`config.mk`:
```
export PLATFORM = sky130hd
export DESIGN_NAME = alu_writeback_stage
export DESIGN_NICKNAME = d
export VERILOG_FILES = /design/src/rtl/alu_writeback_stage.sv
export SDC_FILE = /design/constraint.sdc
export NUM_CORES = 1
export LEC_CHECK = 0
export BUFFER_PORTS_ARGS = -buffer_cell sky130_fd_sc_hd__buf_4
export CAP_MARGIN = 20
export CORE_ASPECT_RATIO = 0.9
export CORE_MARGIN = 4
export CORE_UTILIZATION = 45
export DETAILED_ROUTE_END_ITERATION = 8
export GPL_TIMING_DRIVEN = 0
export PLACE_DENSITY = 0.72
export SLEW_MARGIN = 10
export SYNTH_ARGS = -nofsm -noshare
export SYNTH_HDL_FRONTEND = slang
export SYNTH_SLANG_ARGS = --single-unit
```
`constraint.sdc`:
```
create_clock -name clk -period 2 [get_ports clk]
set_input_delay 0.1 -clock clk [delete_from_list [all_inputs] [get_ports clk]]
set_output_delay 0.1 -clock clk [all_outputs]
set_load 0.005 [all_outputs]
```
`src/rtl/alu_writeback_stage.sv`:
```
// Execute-stage back end: keeps the NZCV flag register, decides branches at
// accept time and buffers results in a 2-entry valid/ready queue that feeds
// the memory/writeback stage.
module alu_writeback_stage #(
    parameter int DATA_WIDTH = 64
) (
    input  logic                  clk,
    input  logic                  reset_n,
    input  logic                  flush,
    input  logic                  in_valid,
    output logic                  in_ready,
    input  logic [DATA_WIDTH-1:0] in_result,
    input  logic                  in_negative,
    input  logic                  in_zero,
    input  logic                  in_overflow,
    input  logic                  in_carry_out,
    input  logic                  in_set_flags,
    input  logic                  in_is_bcond,
    input  logic [3:0]            in_cond,
    input  logic                  in_is_cbz,
    input  logic                  in_is_cbnz,
    input  logic [4:0]            in_rd,
    input  logic                  in_reg_write,
    output logic                  out_valid,
    input  logic                  out_ready,
    output logic [DATA_WIDTH-1:0] out_result,
    output logic [4:0]            out_rd,
    output logic                  out_reg_write,
    output logic                  out_branch_taken,
    output logic [3:0]            nzcv
);

    localparam logic [4:0] XZR = 5'd31;

    // Control state
    logic [1:0] count_q, count_d;
    logic       rd_ptr_q, rd_ptr_d;
    logic       wr_ptr_q, wr_ptr_d;
    logic [3:0] nzcv_q, nzcv_d;

    // Payload storage, one slot per queue entry
    logic [DATA_WIDTH-1:0] result_q [2];
    logic [4:0]            rd_q     [2];
    logic                  rw_q     [2];
    logic                  taken_q  [2];

    logic accept;
    logic pop;
    logic taken_d;

    // Evaluate a B.cond condition code against flags packed as {N,Z,C,V}.
    function automatic logic cond_holds(input logic [3:0] cond, input logic [3:0] f);
        logic n, z, c, v;
        n = f[3];
        z = f[2];
        c = f[1];
        v = f[0];
        case (cond)
            4'b0000: cond_holds = z;
            4'b0001: cond_holds = ~z;
            4'b0010: cond_holds = c;
            4'b0011: cond_holds = ~c;
            4'b0100: cond_holds = n;
            4'b0101: cond_holds = ~n;
            4'b0110: cond_holds = v;
            4'b0111: cond_holds = ~v;
            4'b1000: cond_holds = c & ~z;
            4'b1001: cond_holds = ~(c & ~z);
            4'b1010: cond_holds = (n == v);
            4'b1011: cond_holds = (n != v);
            4'b1100: cond_holds = ~z & (n == v);
            4'b1101: cond_holds = ~(~z & (n == v));
            default: cond_holds = 1'b1;
        endcase
    endfunction

    assign in_ready  = (count_q != 2'd2);
    assign out_valid = (count_q != 2'd0);
    assign accept    = in_valid & in_ready;
    assign pop       = out_valid & out_ready;

    assign out_result       = result_q[rd_ptr_q];
    assign out_rd           = rd_q[rd_ptr_q];
    assign out_reg_write    = rw_q[rd_ptr_q];
    assign out_branch_taken = taken_q[rd_ptr_q];
    assign nzcv             = nzcv_q;

    // Branch decision for the incoming instruction; B.cond sees pre-commit flags.
    always_comb begin
        taken_d = 1'b0;
        if (in_is_cbz) begin
            taken_d = in_zero;
        end else if (in_is_cbnz) begin
            taken_d = ~in_zero;
        end else if (in_is_bcond) begin
            taken_d = cond_holds(in_cond, nzcv_q);
        end
    end

    // Next-state for queue occupancy, pointers and flags; flush wins over everything.
    always_comb begin
        count_d  = count_q;
        rd_ptr_d = rd_ptr_q;
        wr_ptr_d = wr_ptr_q;
        nzcv_d   = nzcv_q;
        if (flush) begin
            count_d  = 2'd0;
            rd_ptr_d = 1'b0;
            wr_ptr_d = 1'b0;
        end else begin
            if (accept) begin
                wr_ptr_d = ~wr_ptr_q;
                if (in_set_flags) begin
                    nzcv_d = {in_negative, in_zero, in_carry_out, in_overflow};
                end
            end
            if (pop) begin
                rd_ptr_d = ~rd_ptr_q;
            end
            case ({accept, pop})
                2'b10:   count_d = count_q + 2'd1;
                2'b01:   count_d = count_q - 2'd1;
                default: count_d = count_q;
            endcase
        end
    end

    // Control registers.
    always_ff @(posedge clk or negedge reset_n) begin
        if (!reset_n) begin
            count_q  <= 2'd0;
            rd_ptr_q <= 1'b0;
            wr_ptr_q <= 1'b0;
            nzcv_q   <= 4'b0000;
        end else begin
            count_q  <= count_d;
            rd_ptr_q <= rd_ptr_d;
            wr_ptr_q <= wr_ptr_d;
            nzcv_q   <= nzcv_d;
        end
    end

    // Payload slots: cleared on reset, written at the write pointer on accept.
    always_ff @(posedge clk or negedge reset_n) begin
        if (!reset_n) begin
            for (int i = 0; i < 2; i++) begin
                result_q[i] <= '0;
                rd_q[i]     <= '0;
                rw_q[i]     <= 1'b0;
                taken_q[i]  <= 1'b0;
            end
        end else if (accept && !flush) begin
            result_q[wr_ptr_q] <= in_result;
            rd_q[wr_ptr_q]     <= in_rd;
            rw_q[wr_ptr_q]     <= in_reg_write & (in_rd != XZR);
            taken_q[wr_ptr_q]  <= taken_d;
        end
    end

endmodule
```
## After elaboration in Yosys (flattened, before gate mapping)

Cells that the tools add are included.

- Magnitude comparators: 3
- Reductions and logical operators: 9
- Eq/ne operators: 19
- Bitwise logic cells: 17
- Add/subtract/negate cells: 2
- Multiplexer cells: 32

Operators with widths:

| cell | count |
|---|---|
| $mux W64 | 4 |
| $bwmux W128 | 1 |
| $demux W64 S1 | 1 |
| $eq A4 B4 Y1 const B | 6 |
| $mux W5 | 4 |
| $eq A4 B3 Y1 const B | 4 |
| $mux W1 | 14 |
| $pmux W1 S14 | 1 |
| $bwmux W10 | 1 |
| $not A1 Y1 | 10 |
| $eq A4 B2 Y1 const B | 2 |
| $reduce_bool A2 Y1 | 3 |
| $and A1 B1 Y1 | 5 |
| $demux W5 S1 | 1 |
| $ne A5 B5 Y1 const B | 1 |
| $bwmux W2 | 2 |
| $eq A4 B1 Y1 const B | 1 |
| $ge A2 B2 Y1 const B | 2 |
| $logic_not A4 Y1 | 1 |
| $not A1 Y2 | 2 |
| $pmux W2 S2 | 1 |
| $reduce_and A3 Y1 | 1 |
| $reduce_bool A3 Y1 | 1 |
| $add A2 B1 Y2 const B | 1 |
| 11 further kinds | 12 |

- Bits of input ports: 87
- Output and inout port bits: 77
- Flip-flop bits (word level): 150
- Word-level logic and storage cells: 94

## Depth between registers and ports, before layout

Gate-level depths: netlist of the first run.

- Depth in word-level cells: 8
- Gate-level depth with buffers: 6
- Gate-level depth less buffers: 5

## Least setup slack after synthesis of the first run

OpenSTA, ideal clock, no wires.

- Path kind: reg2reg
- From: register nzcv_q[0] (netlist: nzcv[0])
- To: register taken_q[0] (netlist name)
- Period minus slack after synthesis: 1632 ps
- Path buffers: 0
- Slack: 368 ps
- Arrival: 1484 ps
- Data required time: 1852 ps
- Cell stages (with the launch flop): 6
- Library setup time: 148 ps
- Cells stage by stage: dfrtp_1 or2_0 mux4_2 a22oi_1 a31o_1 a41oi_1

- Cells in the longest elaborated chain, start to end: 8
- Elaborated cells on any way between the ends: 10
- Classes of those cells: eq/ne: 2; mux: 5; bitwise: 3

Ends and longest elaborated chain:

| what | line | source |
|---|---|---|
| start: declaration | 39 | `logic [3:0] nzcv_q, nzcv_d;` |
| start signal: assignment | 139 | `nzcv_q <= nzcv_d;` |
| $eq A1 B1 Y1 | 69, 71, 72 |  |
| $and A1 B1 Y1 | 71, 72 |  |
| $not A1 Y1 | 72 | `4'b1101: cond_holds = ~(~z & (n == v));` |
| $pmux W1 S14 (*) | 58 | `case (cond)` |
| $mux W1 (*) | 95 | `end else if (in_is_bcond) begin` |
| $mux W1 (*) | 93 | `end else if (in_is_cbnz) begin` |
| $mux W1 (*) | 91 | `if (in_is_cbz) begin` |
| $bwmux W2 (*) | 156 | `taken_q[wr_ptr_q] <= taken_d;` |
| end signal: indexed assignment | 156 |  |
| end: declaration | 45 | `logic taken_q [2];` |

Mark *: on every way between the ends. The rest lies on a longest branch, timed or not.
A chain may end at the register's enable or synchronous reset.

## Worst setup path in the final report of the first run

- From: register rd_ptr_q
- To: output port out_result[42]

- Cells in the longest elaborated chain, start to end: 4

Ends and longest elaborated chain:

| what | line | source |
|---|---|---|
| start: declaration | 37 | `logic rd_ptr_q, rd_ptr_d;` |
| start signal: assignment | 137 | `rd_ptr_q <= rd_ptr_d;` |
| $not A1 Y2 (implied by the code) | 82 | `assign out_result = result_q[rd_ptr_q];` |
| $mux W64 (implied by the code) (3 in series) | 82 |  |
| end: declaration | 26 | `output logic [DATA_WIDTH-1:0] out_result,` |

Every way passes these cells. The select of a mux whose other input is x is not followed.

==> run summary, run 1 <==
Slew Viols, Final: 0
Fraction of the mapped netlist area in adder cells: 0%
Routed Antenna Nets: 0
Total track usage: 19.3%
Hold/Removal Path Class: input port to flop
Endpoints failing hold: 0
Synth Area in XOR/XNOR: 0.526%
DRT iter0 DRCs: 135
Detailed-router iteration count before antenna repair: 4
Wire per inst: 17.2 microns
Largest net degree at the start of global routing: 90
Vias/cell: 4.95
Synth Area in Simple Gates: 2.67%
Area grow syn2layout: 43.9%
Number of global-route vias before repair: 4999
Placed cell count: 808
Worst path depth: 3
Sequence of cells on the critical path: clkbuf_2, mux2_2, buf_4
Net Count, Synth: 538
Hold depth: 4
Critical R2R Launch: wr_ptr_q
Required @ worst endpoint: 1.90 ns
Syn Area/Cell: 14.8 sq um
Worst Setup End Kind: output pin
# fillers: 1015
Htree depth: 4
Post-synth top area share: 56.4%
Max-Cap Viols: 0
Most frequent cells in the layout: mux2_2, buf_4, dfrtp_1, dlygate4sd3_1, clkbuf_16
Core ar.: 14300 sq um
Mux share of post-synthesis cell area: 36.8%
Worst setup path class: flop to output pin
YS warnings: 0
Synthesized cell area: 6660 sq um
CTS tree: yes
Seq/Total Area, Yosys: 56.4%
FP Rows: 41
Largest cells by area after synthesis: dfrtp_1, mux2_2, buf_2, mux2_1, nand2_1
Largest family of logic cells by synthesized area: multiplexers
Ant diodes: 0
Pleak: 0.00430 uW
Vias: 4538
Worst Clk Skew: 0.00971 ns
GR Overflow Total: 0
Worst relative slew slack: 68.1%
Die area: 16800 sq um
Postcts setup bufs: 0
WHS: 0.0331 ns
Final setup viols: 0
WP buf/inv: 2
Non-Filler Instances: 916
Tmin final: 1.92 ns
# port buffers: 163
Detailed Place HPWL: 10700 microns
Delay-heaviest family, CP: flip-flops
Pwr dens: 1080 nW/um^2
Post-Place Setup Slack: -0.0384 ns
I/O pin count: 164
Crit path DAT: 1.82 ns
Synth area leader: dfrtp_1
CP peak stage delay: 0.53 ns
Die Ht: 123 microns
Routed WL: 15700 microns
Clock slew at reported path FFs: 0.06 ns
Final worst path period share: 95.9%
Top FF cell, synth: dfrtp_1
Clock latency on the worst-skew pair: 0.42 ns
Post-synth ARST share: 100%
Starting density of the core: 46.7%
Hold path start: out_ready
Critical Path Source: rd_ptr_q
CTS Buffer Depth: 2
CP max-delay cell: dfrtp_2
Fmax: 522 MHz
Synth unique cells: 31
Ratio of cells with drive above 1 in the final layout: 59.3%
Initial antenna violation count: 0
Status: complete, no violations
Total CTS buffers: 17
Reg2reg path depth: 4
CTS root buffer: clkbuf_16
Critical path launch point type: flop
Post-synth EDFFs: 0
Clock Sinks: 150
Peak VDD IR: 759 uV
Global-route wire length before repair: 25000 microns
Commonest non-fill, non-tap cell in the layout: mux2_2
Compound-gate portion of the synthesized area: 1.75%
Worst slew pin tran: 0.478 ns
Width of the die: 136 microns
Gp weighted congestion: 0.759
Nets: 797
Residual DRC: 0
Seq cells post-synth: 150
Cells after Synth: 451
Worst-path fanout max: 10
Fin worst setup slack: 0.0828 ns
## power breakdown
part           internal, uW  switching, uW  total (uW)
logic                  1730            912        2640
clock network          2150           1230        3390
registers              3880            425        4300
total                  7750           2570       10300
## routing by layer
| layer | track usage, % | wire (microns) | up-vias |
|---|---|---|---|
| met5 | 0 | 0 | - |
| met4 | 6.30 | 197 | 0 |
| met3 | 5.98 | 974 | 20 |
| met2 | 32.6 | 7760 | 132 |
| met1 | 23.7 | 6810 | 2249 |
| li1 | - | - | 2137 |
## cells in the mapped netlist, types with 3 or more instances
library cell	count
a21oi_1	4
buf_2	14
clkbuf_1	9
dfrtp_1	150
inv_1	5
mux2_1	6
mux2_2	206
mux2i_1	4
nand2_1	11
nand2b_1	3
nor2_1	9
o21ai_0	5
xor2_1	3
## final cells by class
| class | instances | area [sq um] | share of cell area [%] |
|---|---|---|---|
| Sequential cell | 150 | 3750 | 39.2 |
| Multi-Input combinational cell | 273 | 2790 | 29.1 |
| Timing Repair Buffer | 241 | 2030 | 21.2 |
| Clock buffer | 20 | 457 | 4.77 |
| Tap cell | 193 | 241 | 2.52 |
| Clock inverter | 12 | 175 | 1.83 |
| Buffer | 22 | 116 | 1.21 |
| Inverter | 5 | 18.8 | 0.196 |
## worst reg2reg max path, delay by kind of cell, from the launching register on
kind / cells / cell delay, ns
buffers and inverters: 2 / 0.55
flip-flops: 1 / 0.36
multiplexers: 1 / 0.38
AND/OR/NAND/NOR: 1 / 0.47
## cell families after synthesis
logic type	Yosys count
flip-flops	150
multiplexers	217
XOR/XNOR	4
AO/OA/AOI/OAI	18
buffers and inverters	28
AND/OR/NAND/NOR	34
## sequential cells by signal, indices dropped and copies added, names as in the netlist
name      cells
rd_ptr_q      1
result_q    128
count_q       2
taken_q       2
wr_ptr_q      1
rd_q         10
rw_q          2
nzcv          4
## metrics by stage
stage / power (uW) / cell area, sq um / setup TNS (ns) / utilization [%]
2_1_floorplan: 5630 / 6660 / 0 / -
3_3_place_gp: 6700 / 8120 / -0.443 / 56.9
3_5_place_dp: 6870 / 8160 / -1.58 / 57.2
4_1_cts: 10400 / 9570 / 0 / 67.1
5_1_grt: 10900 / 9580 / -0.00260 / 67.2
6_report: 10300 / 9580 / 0 / 67.2
## path summary, 6_finish.rpt
| path | end | slack, ns |
|---|---|---|
| setup / recovery | out_result[42] | 0.08 |
| hold / removal | count_q[1] | 0.03 |
| setup reg to reg | result_q[99] | 0.12 |
| hold reg to reg | result_q[72] | 0.48 |
| max in group asynchronous | result_q[36] | 1.01 |
| min in group asynchronous | count_q[1] | 0.19 |
## what timing repair did
action / in CTS / in global routing
hold endpoints to repair: 209 / 0
pin swaps: 0 / 1
gates resized for setup: 9 / 5
setup endpoints to repair: 136 / 76
hold buffers: 77 / 0
(Power assumes the default switching activity.)
==> run 2: changes to the inputs <==
Settings changed: CORE_UTILIZATION 45 to 33, PLACE_DENSITY 0.72 to 0.57.
==> run 2 against run 1 <==
Net effect: count of clock-buffer cells in the layout shrank 2; non-clock buffer count grew 2; sequential power is essentially flat; register-to-register slack gained 0.04 ns; final cell count grew 6.9%; hold slack gained 0.033 ns; cell area grew 0.81%; critical path type unchanged; highest routed layer unchanged.
==> run summary, run 2 (synthesis results as in run 1) <==
Status: complete, no violations
Wire per inst: 16.6 microns (-3.3%)
DRT iter0 DRCs: 126 (-6.7%)
Slew Viols, Final: 0 (unchanged)
CTS root buffer: clkbuf_16
Total CTS buffers: 17 (unchanged)
WHS: 0.0660 ns (+0.0329 ns)
Required @ worst endpoint: 1.90 ns (about the same)
Starting density of the core: 33.4% (-13 points)
# port buffers: 163 (unchanged)
Final setup viols: 0 (unchanged)
Pleak: 0.00430 uW (-0.14%)
Post-Place Setup Slack: -0.161 ns (-0.123 ns)
Worst Clk Skew: 0.00790 ns (-0.00181 ns)
Final worst path period share: 94.9% (-0.96 points)
Largest net degree at the start of global routing: 78 (-13%)
Max reg flops: 128 (unchanged)
Max-Cap Viols: 0 (unchanged)
Gp weighted congestion: 0.741 (-2.4%)
Number of global-route vias before repair: 5049 (+1.0%)
Worst relative slew slack: 60.2% (-8.0 points)
Die Ht: 143 microns (+16%)
Ant diodes: 0 (unchanged)
Vias: 4541 (+0.066%)
Ratio of cells with drive above 1 in the final layout: 59.4% (about the same)
Post-route design area: 9660 sq um (+0.81%)
Htree depth: 4 (unchanged)
Fmax: 527 MHz (+1.0%)
Total track usage: 14.9% (-4.4 points)
Global-route wire length before repair: 26200 microns (+5.0%)
Clock latency on the worst-skew pair: 0.42 ns (about the same)
Detailed-router iteration count before antenna repair: 4 (unchanged)
Hold/Removal Path Class: input port to flop
Multi-input gate area: 2790 sq um (unchanged)
Residual DRC: 0 (unchanged)
GR Overflow Total: 0 (unchanged)
Detailed Place HPWL: 11200 microns (+5.1%)
Most frequent cells in the layout: mux2_2, buf_4, dfrtp_1, dlygate4sd3_1, clkbuf_16
Seq. cell area: 3750 sq um (unchanged)
I/O pin count: 164 (unchanged)
Worst-path fanout max: 10 (unchanged)
Post-DP Area: 8230 sq um (+0.95%)
Critical path launch point type: flop
Fin worst setup slack: 0.102 ns (+0.0192 ns)
Peak VDD IR: 521 uV (-31%)
Nets: 799 (+0.25%)
Worst Setup End Kind: output pin
RSZ-0062 raised after global routing: no
Routed WL: 16300 microns (+3.4%)
Width of the die: 158 microns (+16%)
Final Total Pwr: 10100 uW (-1.8%)
CTS tree: yes
CTS Buffer Depth: 2 (unchanged)
Initial antenna violation count: 0 (unchanged)
Vias/cell: 4.64 (-6.4%)
Clock Sinks: 150 (unchanged)
Reg2reg path depth: 5 (+1)
# fillers: 1755 (+73%)
Hold depth: 3 (-1)
Worst slew pin tran: 0.597 ns (+0.119 ns)
Crit path DAT: 1.80 ns (-0.02 ns)
Pwr dens: 1050 nW/um^2 (-2.5%)
Tmin final: 1.90 ns (-0.0192 ns)
Endpoints failing hold: 0 (unchanged)
Setup TNS: 0 ns (unchanged)
Routed Antenna Nets: 0 (unchanged)
Clock slew at reported path FFs: 0.06 ns (about the same)
Area grow syn2layout: 45.1%
Largest reg by FF count: result_q
Worst setup path class: flop to output pin
Core ar.: 19900 sq um (+40%)
FP Rows: 49 (+20%)
Commonest non-fill, non-tap cell in the layout: mux2_2
Die area: 22500 sq um (+34%)
## run 2: worst max-delay path: stages, from the launching register on
cell,delay [ns]
dfrtp_2,0.53
buf_2,0.32
mux2_2,0.38
buf_4,0.15
## run 2: final cells by class
cell class,count,share of cell area (%)
sequential,150,38.9
multi-input combinational,273,28.9
timing repair buffer,243,21.3
clock buffer,18,4.44
tap,255,3.30
clock inverter,13,1.63
buffer,22,1.39
inverter,5,0.194
## run 2: timing repair
item	in CTS	in global routing
hold buffers	77	0
endpoints found under the setup margin	182	90
setup buffers	2	0
gates resized for setup	12	12
cloned	0	0
hold endpoints to repair	221	0
pin swaps	1	0
## run 2: metal layers
layer / vias to the layer above / track usage (%) / share of wire [%]
met5: - / 0 / 0
met3: 17 / 4.27 / 5.0
li1: 2136 / - / -
met4: 0 / 4.48 / 1.2
met2: 104 / 24.9 / 49
met1: 2284 / 18.9 / 45
## run 2: through the flow
| step | instances | util, % |
|---|---|---|
| after detailed placement | 870 | 41.3 |
| after global placement | 869 | 41.1 |
| after global routing | 979 | 48.5 |
| after CTS | 979 | 48.4 |
| after floorplan | 451 | - |
| final | 979 | 48.5 |
## run 2: path summary, 6_finish.rpt
path                               from  slack (ns)            to
min in group asynchronous       reset_n        0.22    count_q[1]
max in group asynchronous       reset_n        0.99  result_q[47]
setup reg to reg                nzcv[0]        0.16    taken_q[0]
hold reg to reg            result_q[70]        0.49  result_q[70]
setup / recovery               rd_ptr_q        0.10     out_rd[3]
hold / removal                 in_valid        0.07    count_q[0]
## run 2: power breakdown
part           internal [uW]  switching (uW)
Sequential              3870             406
Clock                   1950            1270
Combinational           1740             911
Total                   7560            2580
==> run 3: changes to the inputs <==
Settings changed: CTS_BUF_LIST set to sky130_fd_sc_hd__clkbuf_2 sky130_fd_sc_hd__clkbuf_4 sky130_fd_sc_hd__clkbuf_8, CTS_CLUSTER_SIZE set to 28.
Clock period 2 ns to 2.25 ns, I/O delays scaled along.
==> run 3 against run 2 <==
Net effect: total power shrank 19%; die area unchanged; count of clock-buffer cells in the layout did not move; combinational power is 12% lower; clock power is 34% lower; register-to-register slack better by 0.10 ns; critical path depth grew 1; via count shrank 0.48%; critical path type is now flop to flop; largest cell class unchanged.
==> run summary, run 3 (synthesis results as in run 1) <==
Die Ht: 143 microns (unchanged)
Setup TNS: 0 ns (unchanged)
Largest reg by FF count: result_q
Pwr dens: 876 nW/um^2 (-17%)
Nets: 797 (-0.25%)
Total CTS buffers: 17 (unchanged)
Largest net degree at the start of global routing: 78 (unchanged)
Hold/Removal Path Class: input port to flop
Residual DRC: 0 (unchanged)
Ratio of cells with drive above 1 in the final layout: 59.4% (about the same)
Hold endpoint: count_q[0]
Routed Antenna Nets: 0 (unchanged)
Width of the die: 158 microns (unchanged)
Worst slew pin tran: 0.580 ns (-0.0170 ns)
Internal power: 6070 uW (-20%)
Tmin final: 1.99 ns
Worst Clk Skew: 0.00812 ns (+0.000221 ns)
Total track usage: 14.7% (-0.23 points)
Sw power: 2180 uW (-16%)
Commonest non-fill, non-tap cell in the layout: mux2_2
Sw Ratio: 26.4% (+0.96 points)
Final worst path period share: 88.4%
Clock share of power: 25.6% (-6.1 points)
Pleak: 0.00419 uW (-2.5%)
Status: complete, no violations
Hold depth: 3 (unchanged)
Reg power frac: 46.1% (+3.9 points)
Worst Setup End Kind: flop
Peak VDD IR: 403 uV (-23%)
I/O pin count: 164 (unchanged)
Final setup viols: 0 (unchanged)
FP Rows: 49 (unchanged)
Gp weighted congestion: 0.741 (unchanged)
GR Overflow Total: 0 (unchanged)
Required @ worst endpoint: 2.57 ns (+0.67 ns)
CTS root buffer: clkbuf_8
Postcts setup bufs: 0 (-2)
Endpoints failing hold: 0 (unchanged)
DRT iter0 DRCs: 114 (-9.5%)
Flop-to-flop setup slack: 0.26 ns (+0.10 ns)
Worst relative slew slack: 61.3% (+1.1 points)
Routed WL: 16100 microns (-0.84%)
WHS: 0.0570 ns (-0.00906 ns)
Global-route wire length before repair: 26000 microns (-0.95%)
Wire per inst: 16.5 microns (-0.64%)
Max reg flops: 128 (unchanged)
Starting density of the core: 33.4% (unchanged)
Clock Sinks: 150 (unchanged)
# fillers: 1790 (+2.0%)
Hold path start: in_valid
Non-Filler Instances: 977 (-0.20%)
Logic pwr share: 28.4% (+2.3 points)
Clock latency on the worst-skew pair: 0.43 ns (about the same)
Reg2reg path depth: 4 (-1)
Worst setup path class: flop to flop
Detailed-router iteration count before antenna repair: 4 (unchanged)
Slew Viols, Final: 0 (unchanged)
Vias: 4519 (-0.48%)
Crit path DAT: 2.31 ns (+0.51 ns)
Initial antenna violation count: 0 (unchanged)
Placed cell count: 870 (unchanged)
RSZ-0062 raised after global routing: no
Worst-path fanout max: 10 (unchanged)
CTS Buffer Depth: 2 (unchanged)
# port buffers: 163 (unchanged)
CTS tree: yes
Max-Cap Viols: 0 (unchanged)
Clock slew at reported path FFs: 0.08 ns (+0.02 ns)
Detailed Place HPWL: 11200 microns (unchanged)
Fmax: 503 MHz
Ant diodes: 0 (unchanged)
Vias/cell: 4.63 (-0.28%)
Most frequent cells in the layout: mux2_2, buf_4, dfrtp_1, dlygate4sd3_1, clkbuf_8
Die area: 22500 sq um (unchanged)
Critical path launch point type: flop
Critical R2R Launch: count_q[1]
Htree depth: 4 (unchanged)
Core ar.: 19900 sq um (unchanged)
Reg2reg end: result_q[89]
Number of global-route vias before repair: 5020 (-0.57%)
Area grow syn2layout: 41.4%
==> run 3: what timing repair did <==
| action | CTS | global route |
|---|---|---|
| setup endpoints to repair | 68 | 22 |
| endpoints found under the hold margin | 221 | 0 |
| hold buffers | 77 | 0 |
| resized for setup | 6 | 5 |
==> run 3: layer usage <==
layer | vias up | GRT usage, % | part of all wire [%]
met5 | - | 0 | 0
met4 | 0 | 3.40 | 0.71
met3 | 8 | 4.52 | 5.4
met2 | 102 | 24.8 | 50
met1 | 2278 | 18.6 | 44
li1 | 2131 | - | -
==> run 3: power groups by stage <==
stage | clock network [uW] | registers [uW] | logic (uW)
CTS | 2210 | 3800 | 2380
floorplan | 0 | 3720 | 1280
detailed placement | 0 | 3850 | 2270
global placement | 0 | 3780 | 2200
finish | 2110 | 3800 | 2340
global route | 2310 | 3890 | 2560
==> run 3: layout make-up <==
type	count	area [sq um]	share of cell area, %
Sequential cell	150	3750	39.9
Timing Repair Buffer	241	2030	21.6
Buffer	22	109	1.16
Clock inverter	13	158	1.68
Inverter	5	18.8	0.199
Clock buffer	18	241	2.57
Multi-Input combinational cell	273	2780	29.6
Tap cell	255	319	3.39
==> run 3: worst max path at each step <==
stage | endpoint | startpoint | slack [ns]
global placement | out_result[32] | rd_ptr_q | 0.08
finish | result_q[89] | count_q[1] | 0.26
floorplan | taken_q[0] | nzcv[0] | 0.62
global route | result_q[94] | count_q[1] | 0.13
CTS | out_rd[2] | rd_ptr_q | 0.003
detailed placement | out_result[43] | rd_ptr_q | 0.08
==> run 3: per-stage QoR <==
step | power [uW] | worst slack, ns | util, % | instance area, sq um
global placement | 5970 | 0.0786 | 41.1 | 8200
CTS | 8400 | 0.00302 | 47.2 | 9410
finish | 8240 | 0.261 | 47.2 | 9410
floorplan | 5000 | 0.618 | - | 6660
detailed placement | 6110 | 0.0764 | 41.3 | 8230
global route | 8760 | 0.130 | 47.2 | 9410
==> run 3: worst max-delay path, cell delays in order (launching register included) <==
cell     delay (ns)
dfrtp_1        0.42
nor2b_2        0.21
nor3_4         0.48
buf_2          0.38
mux2_2         0.38
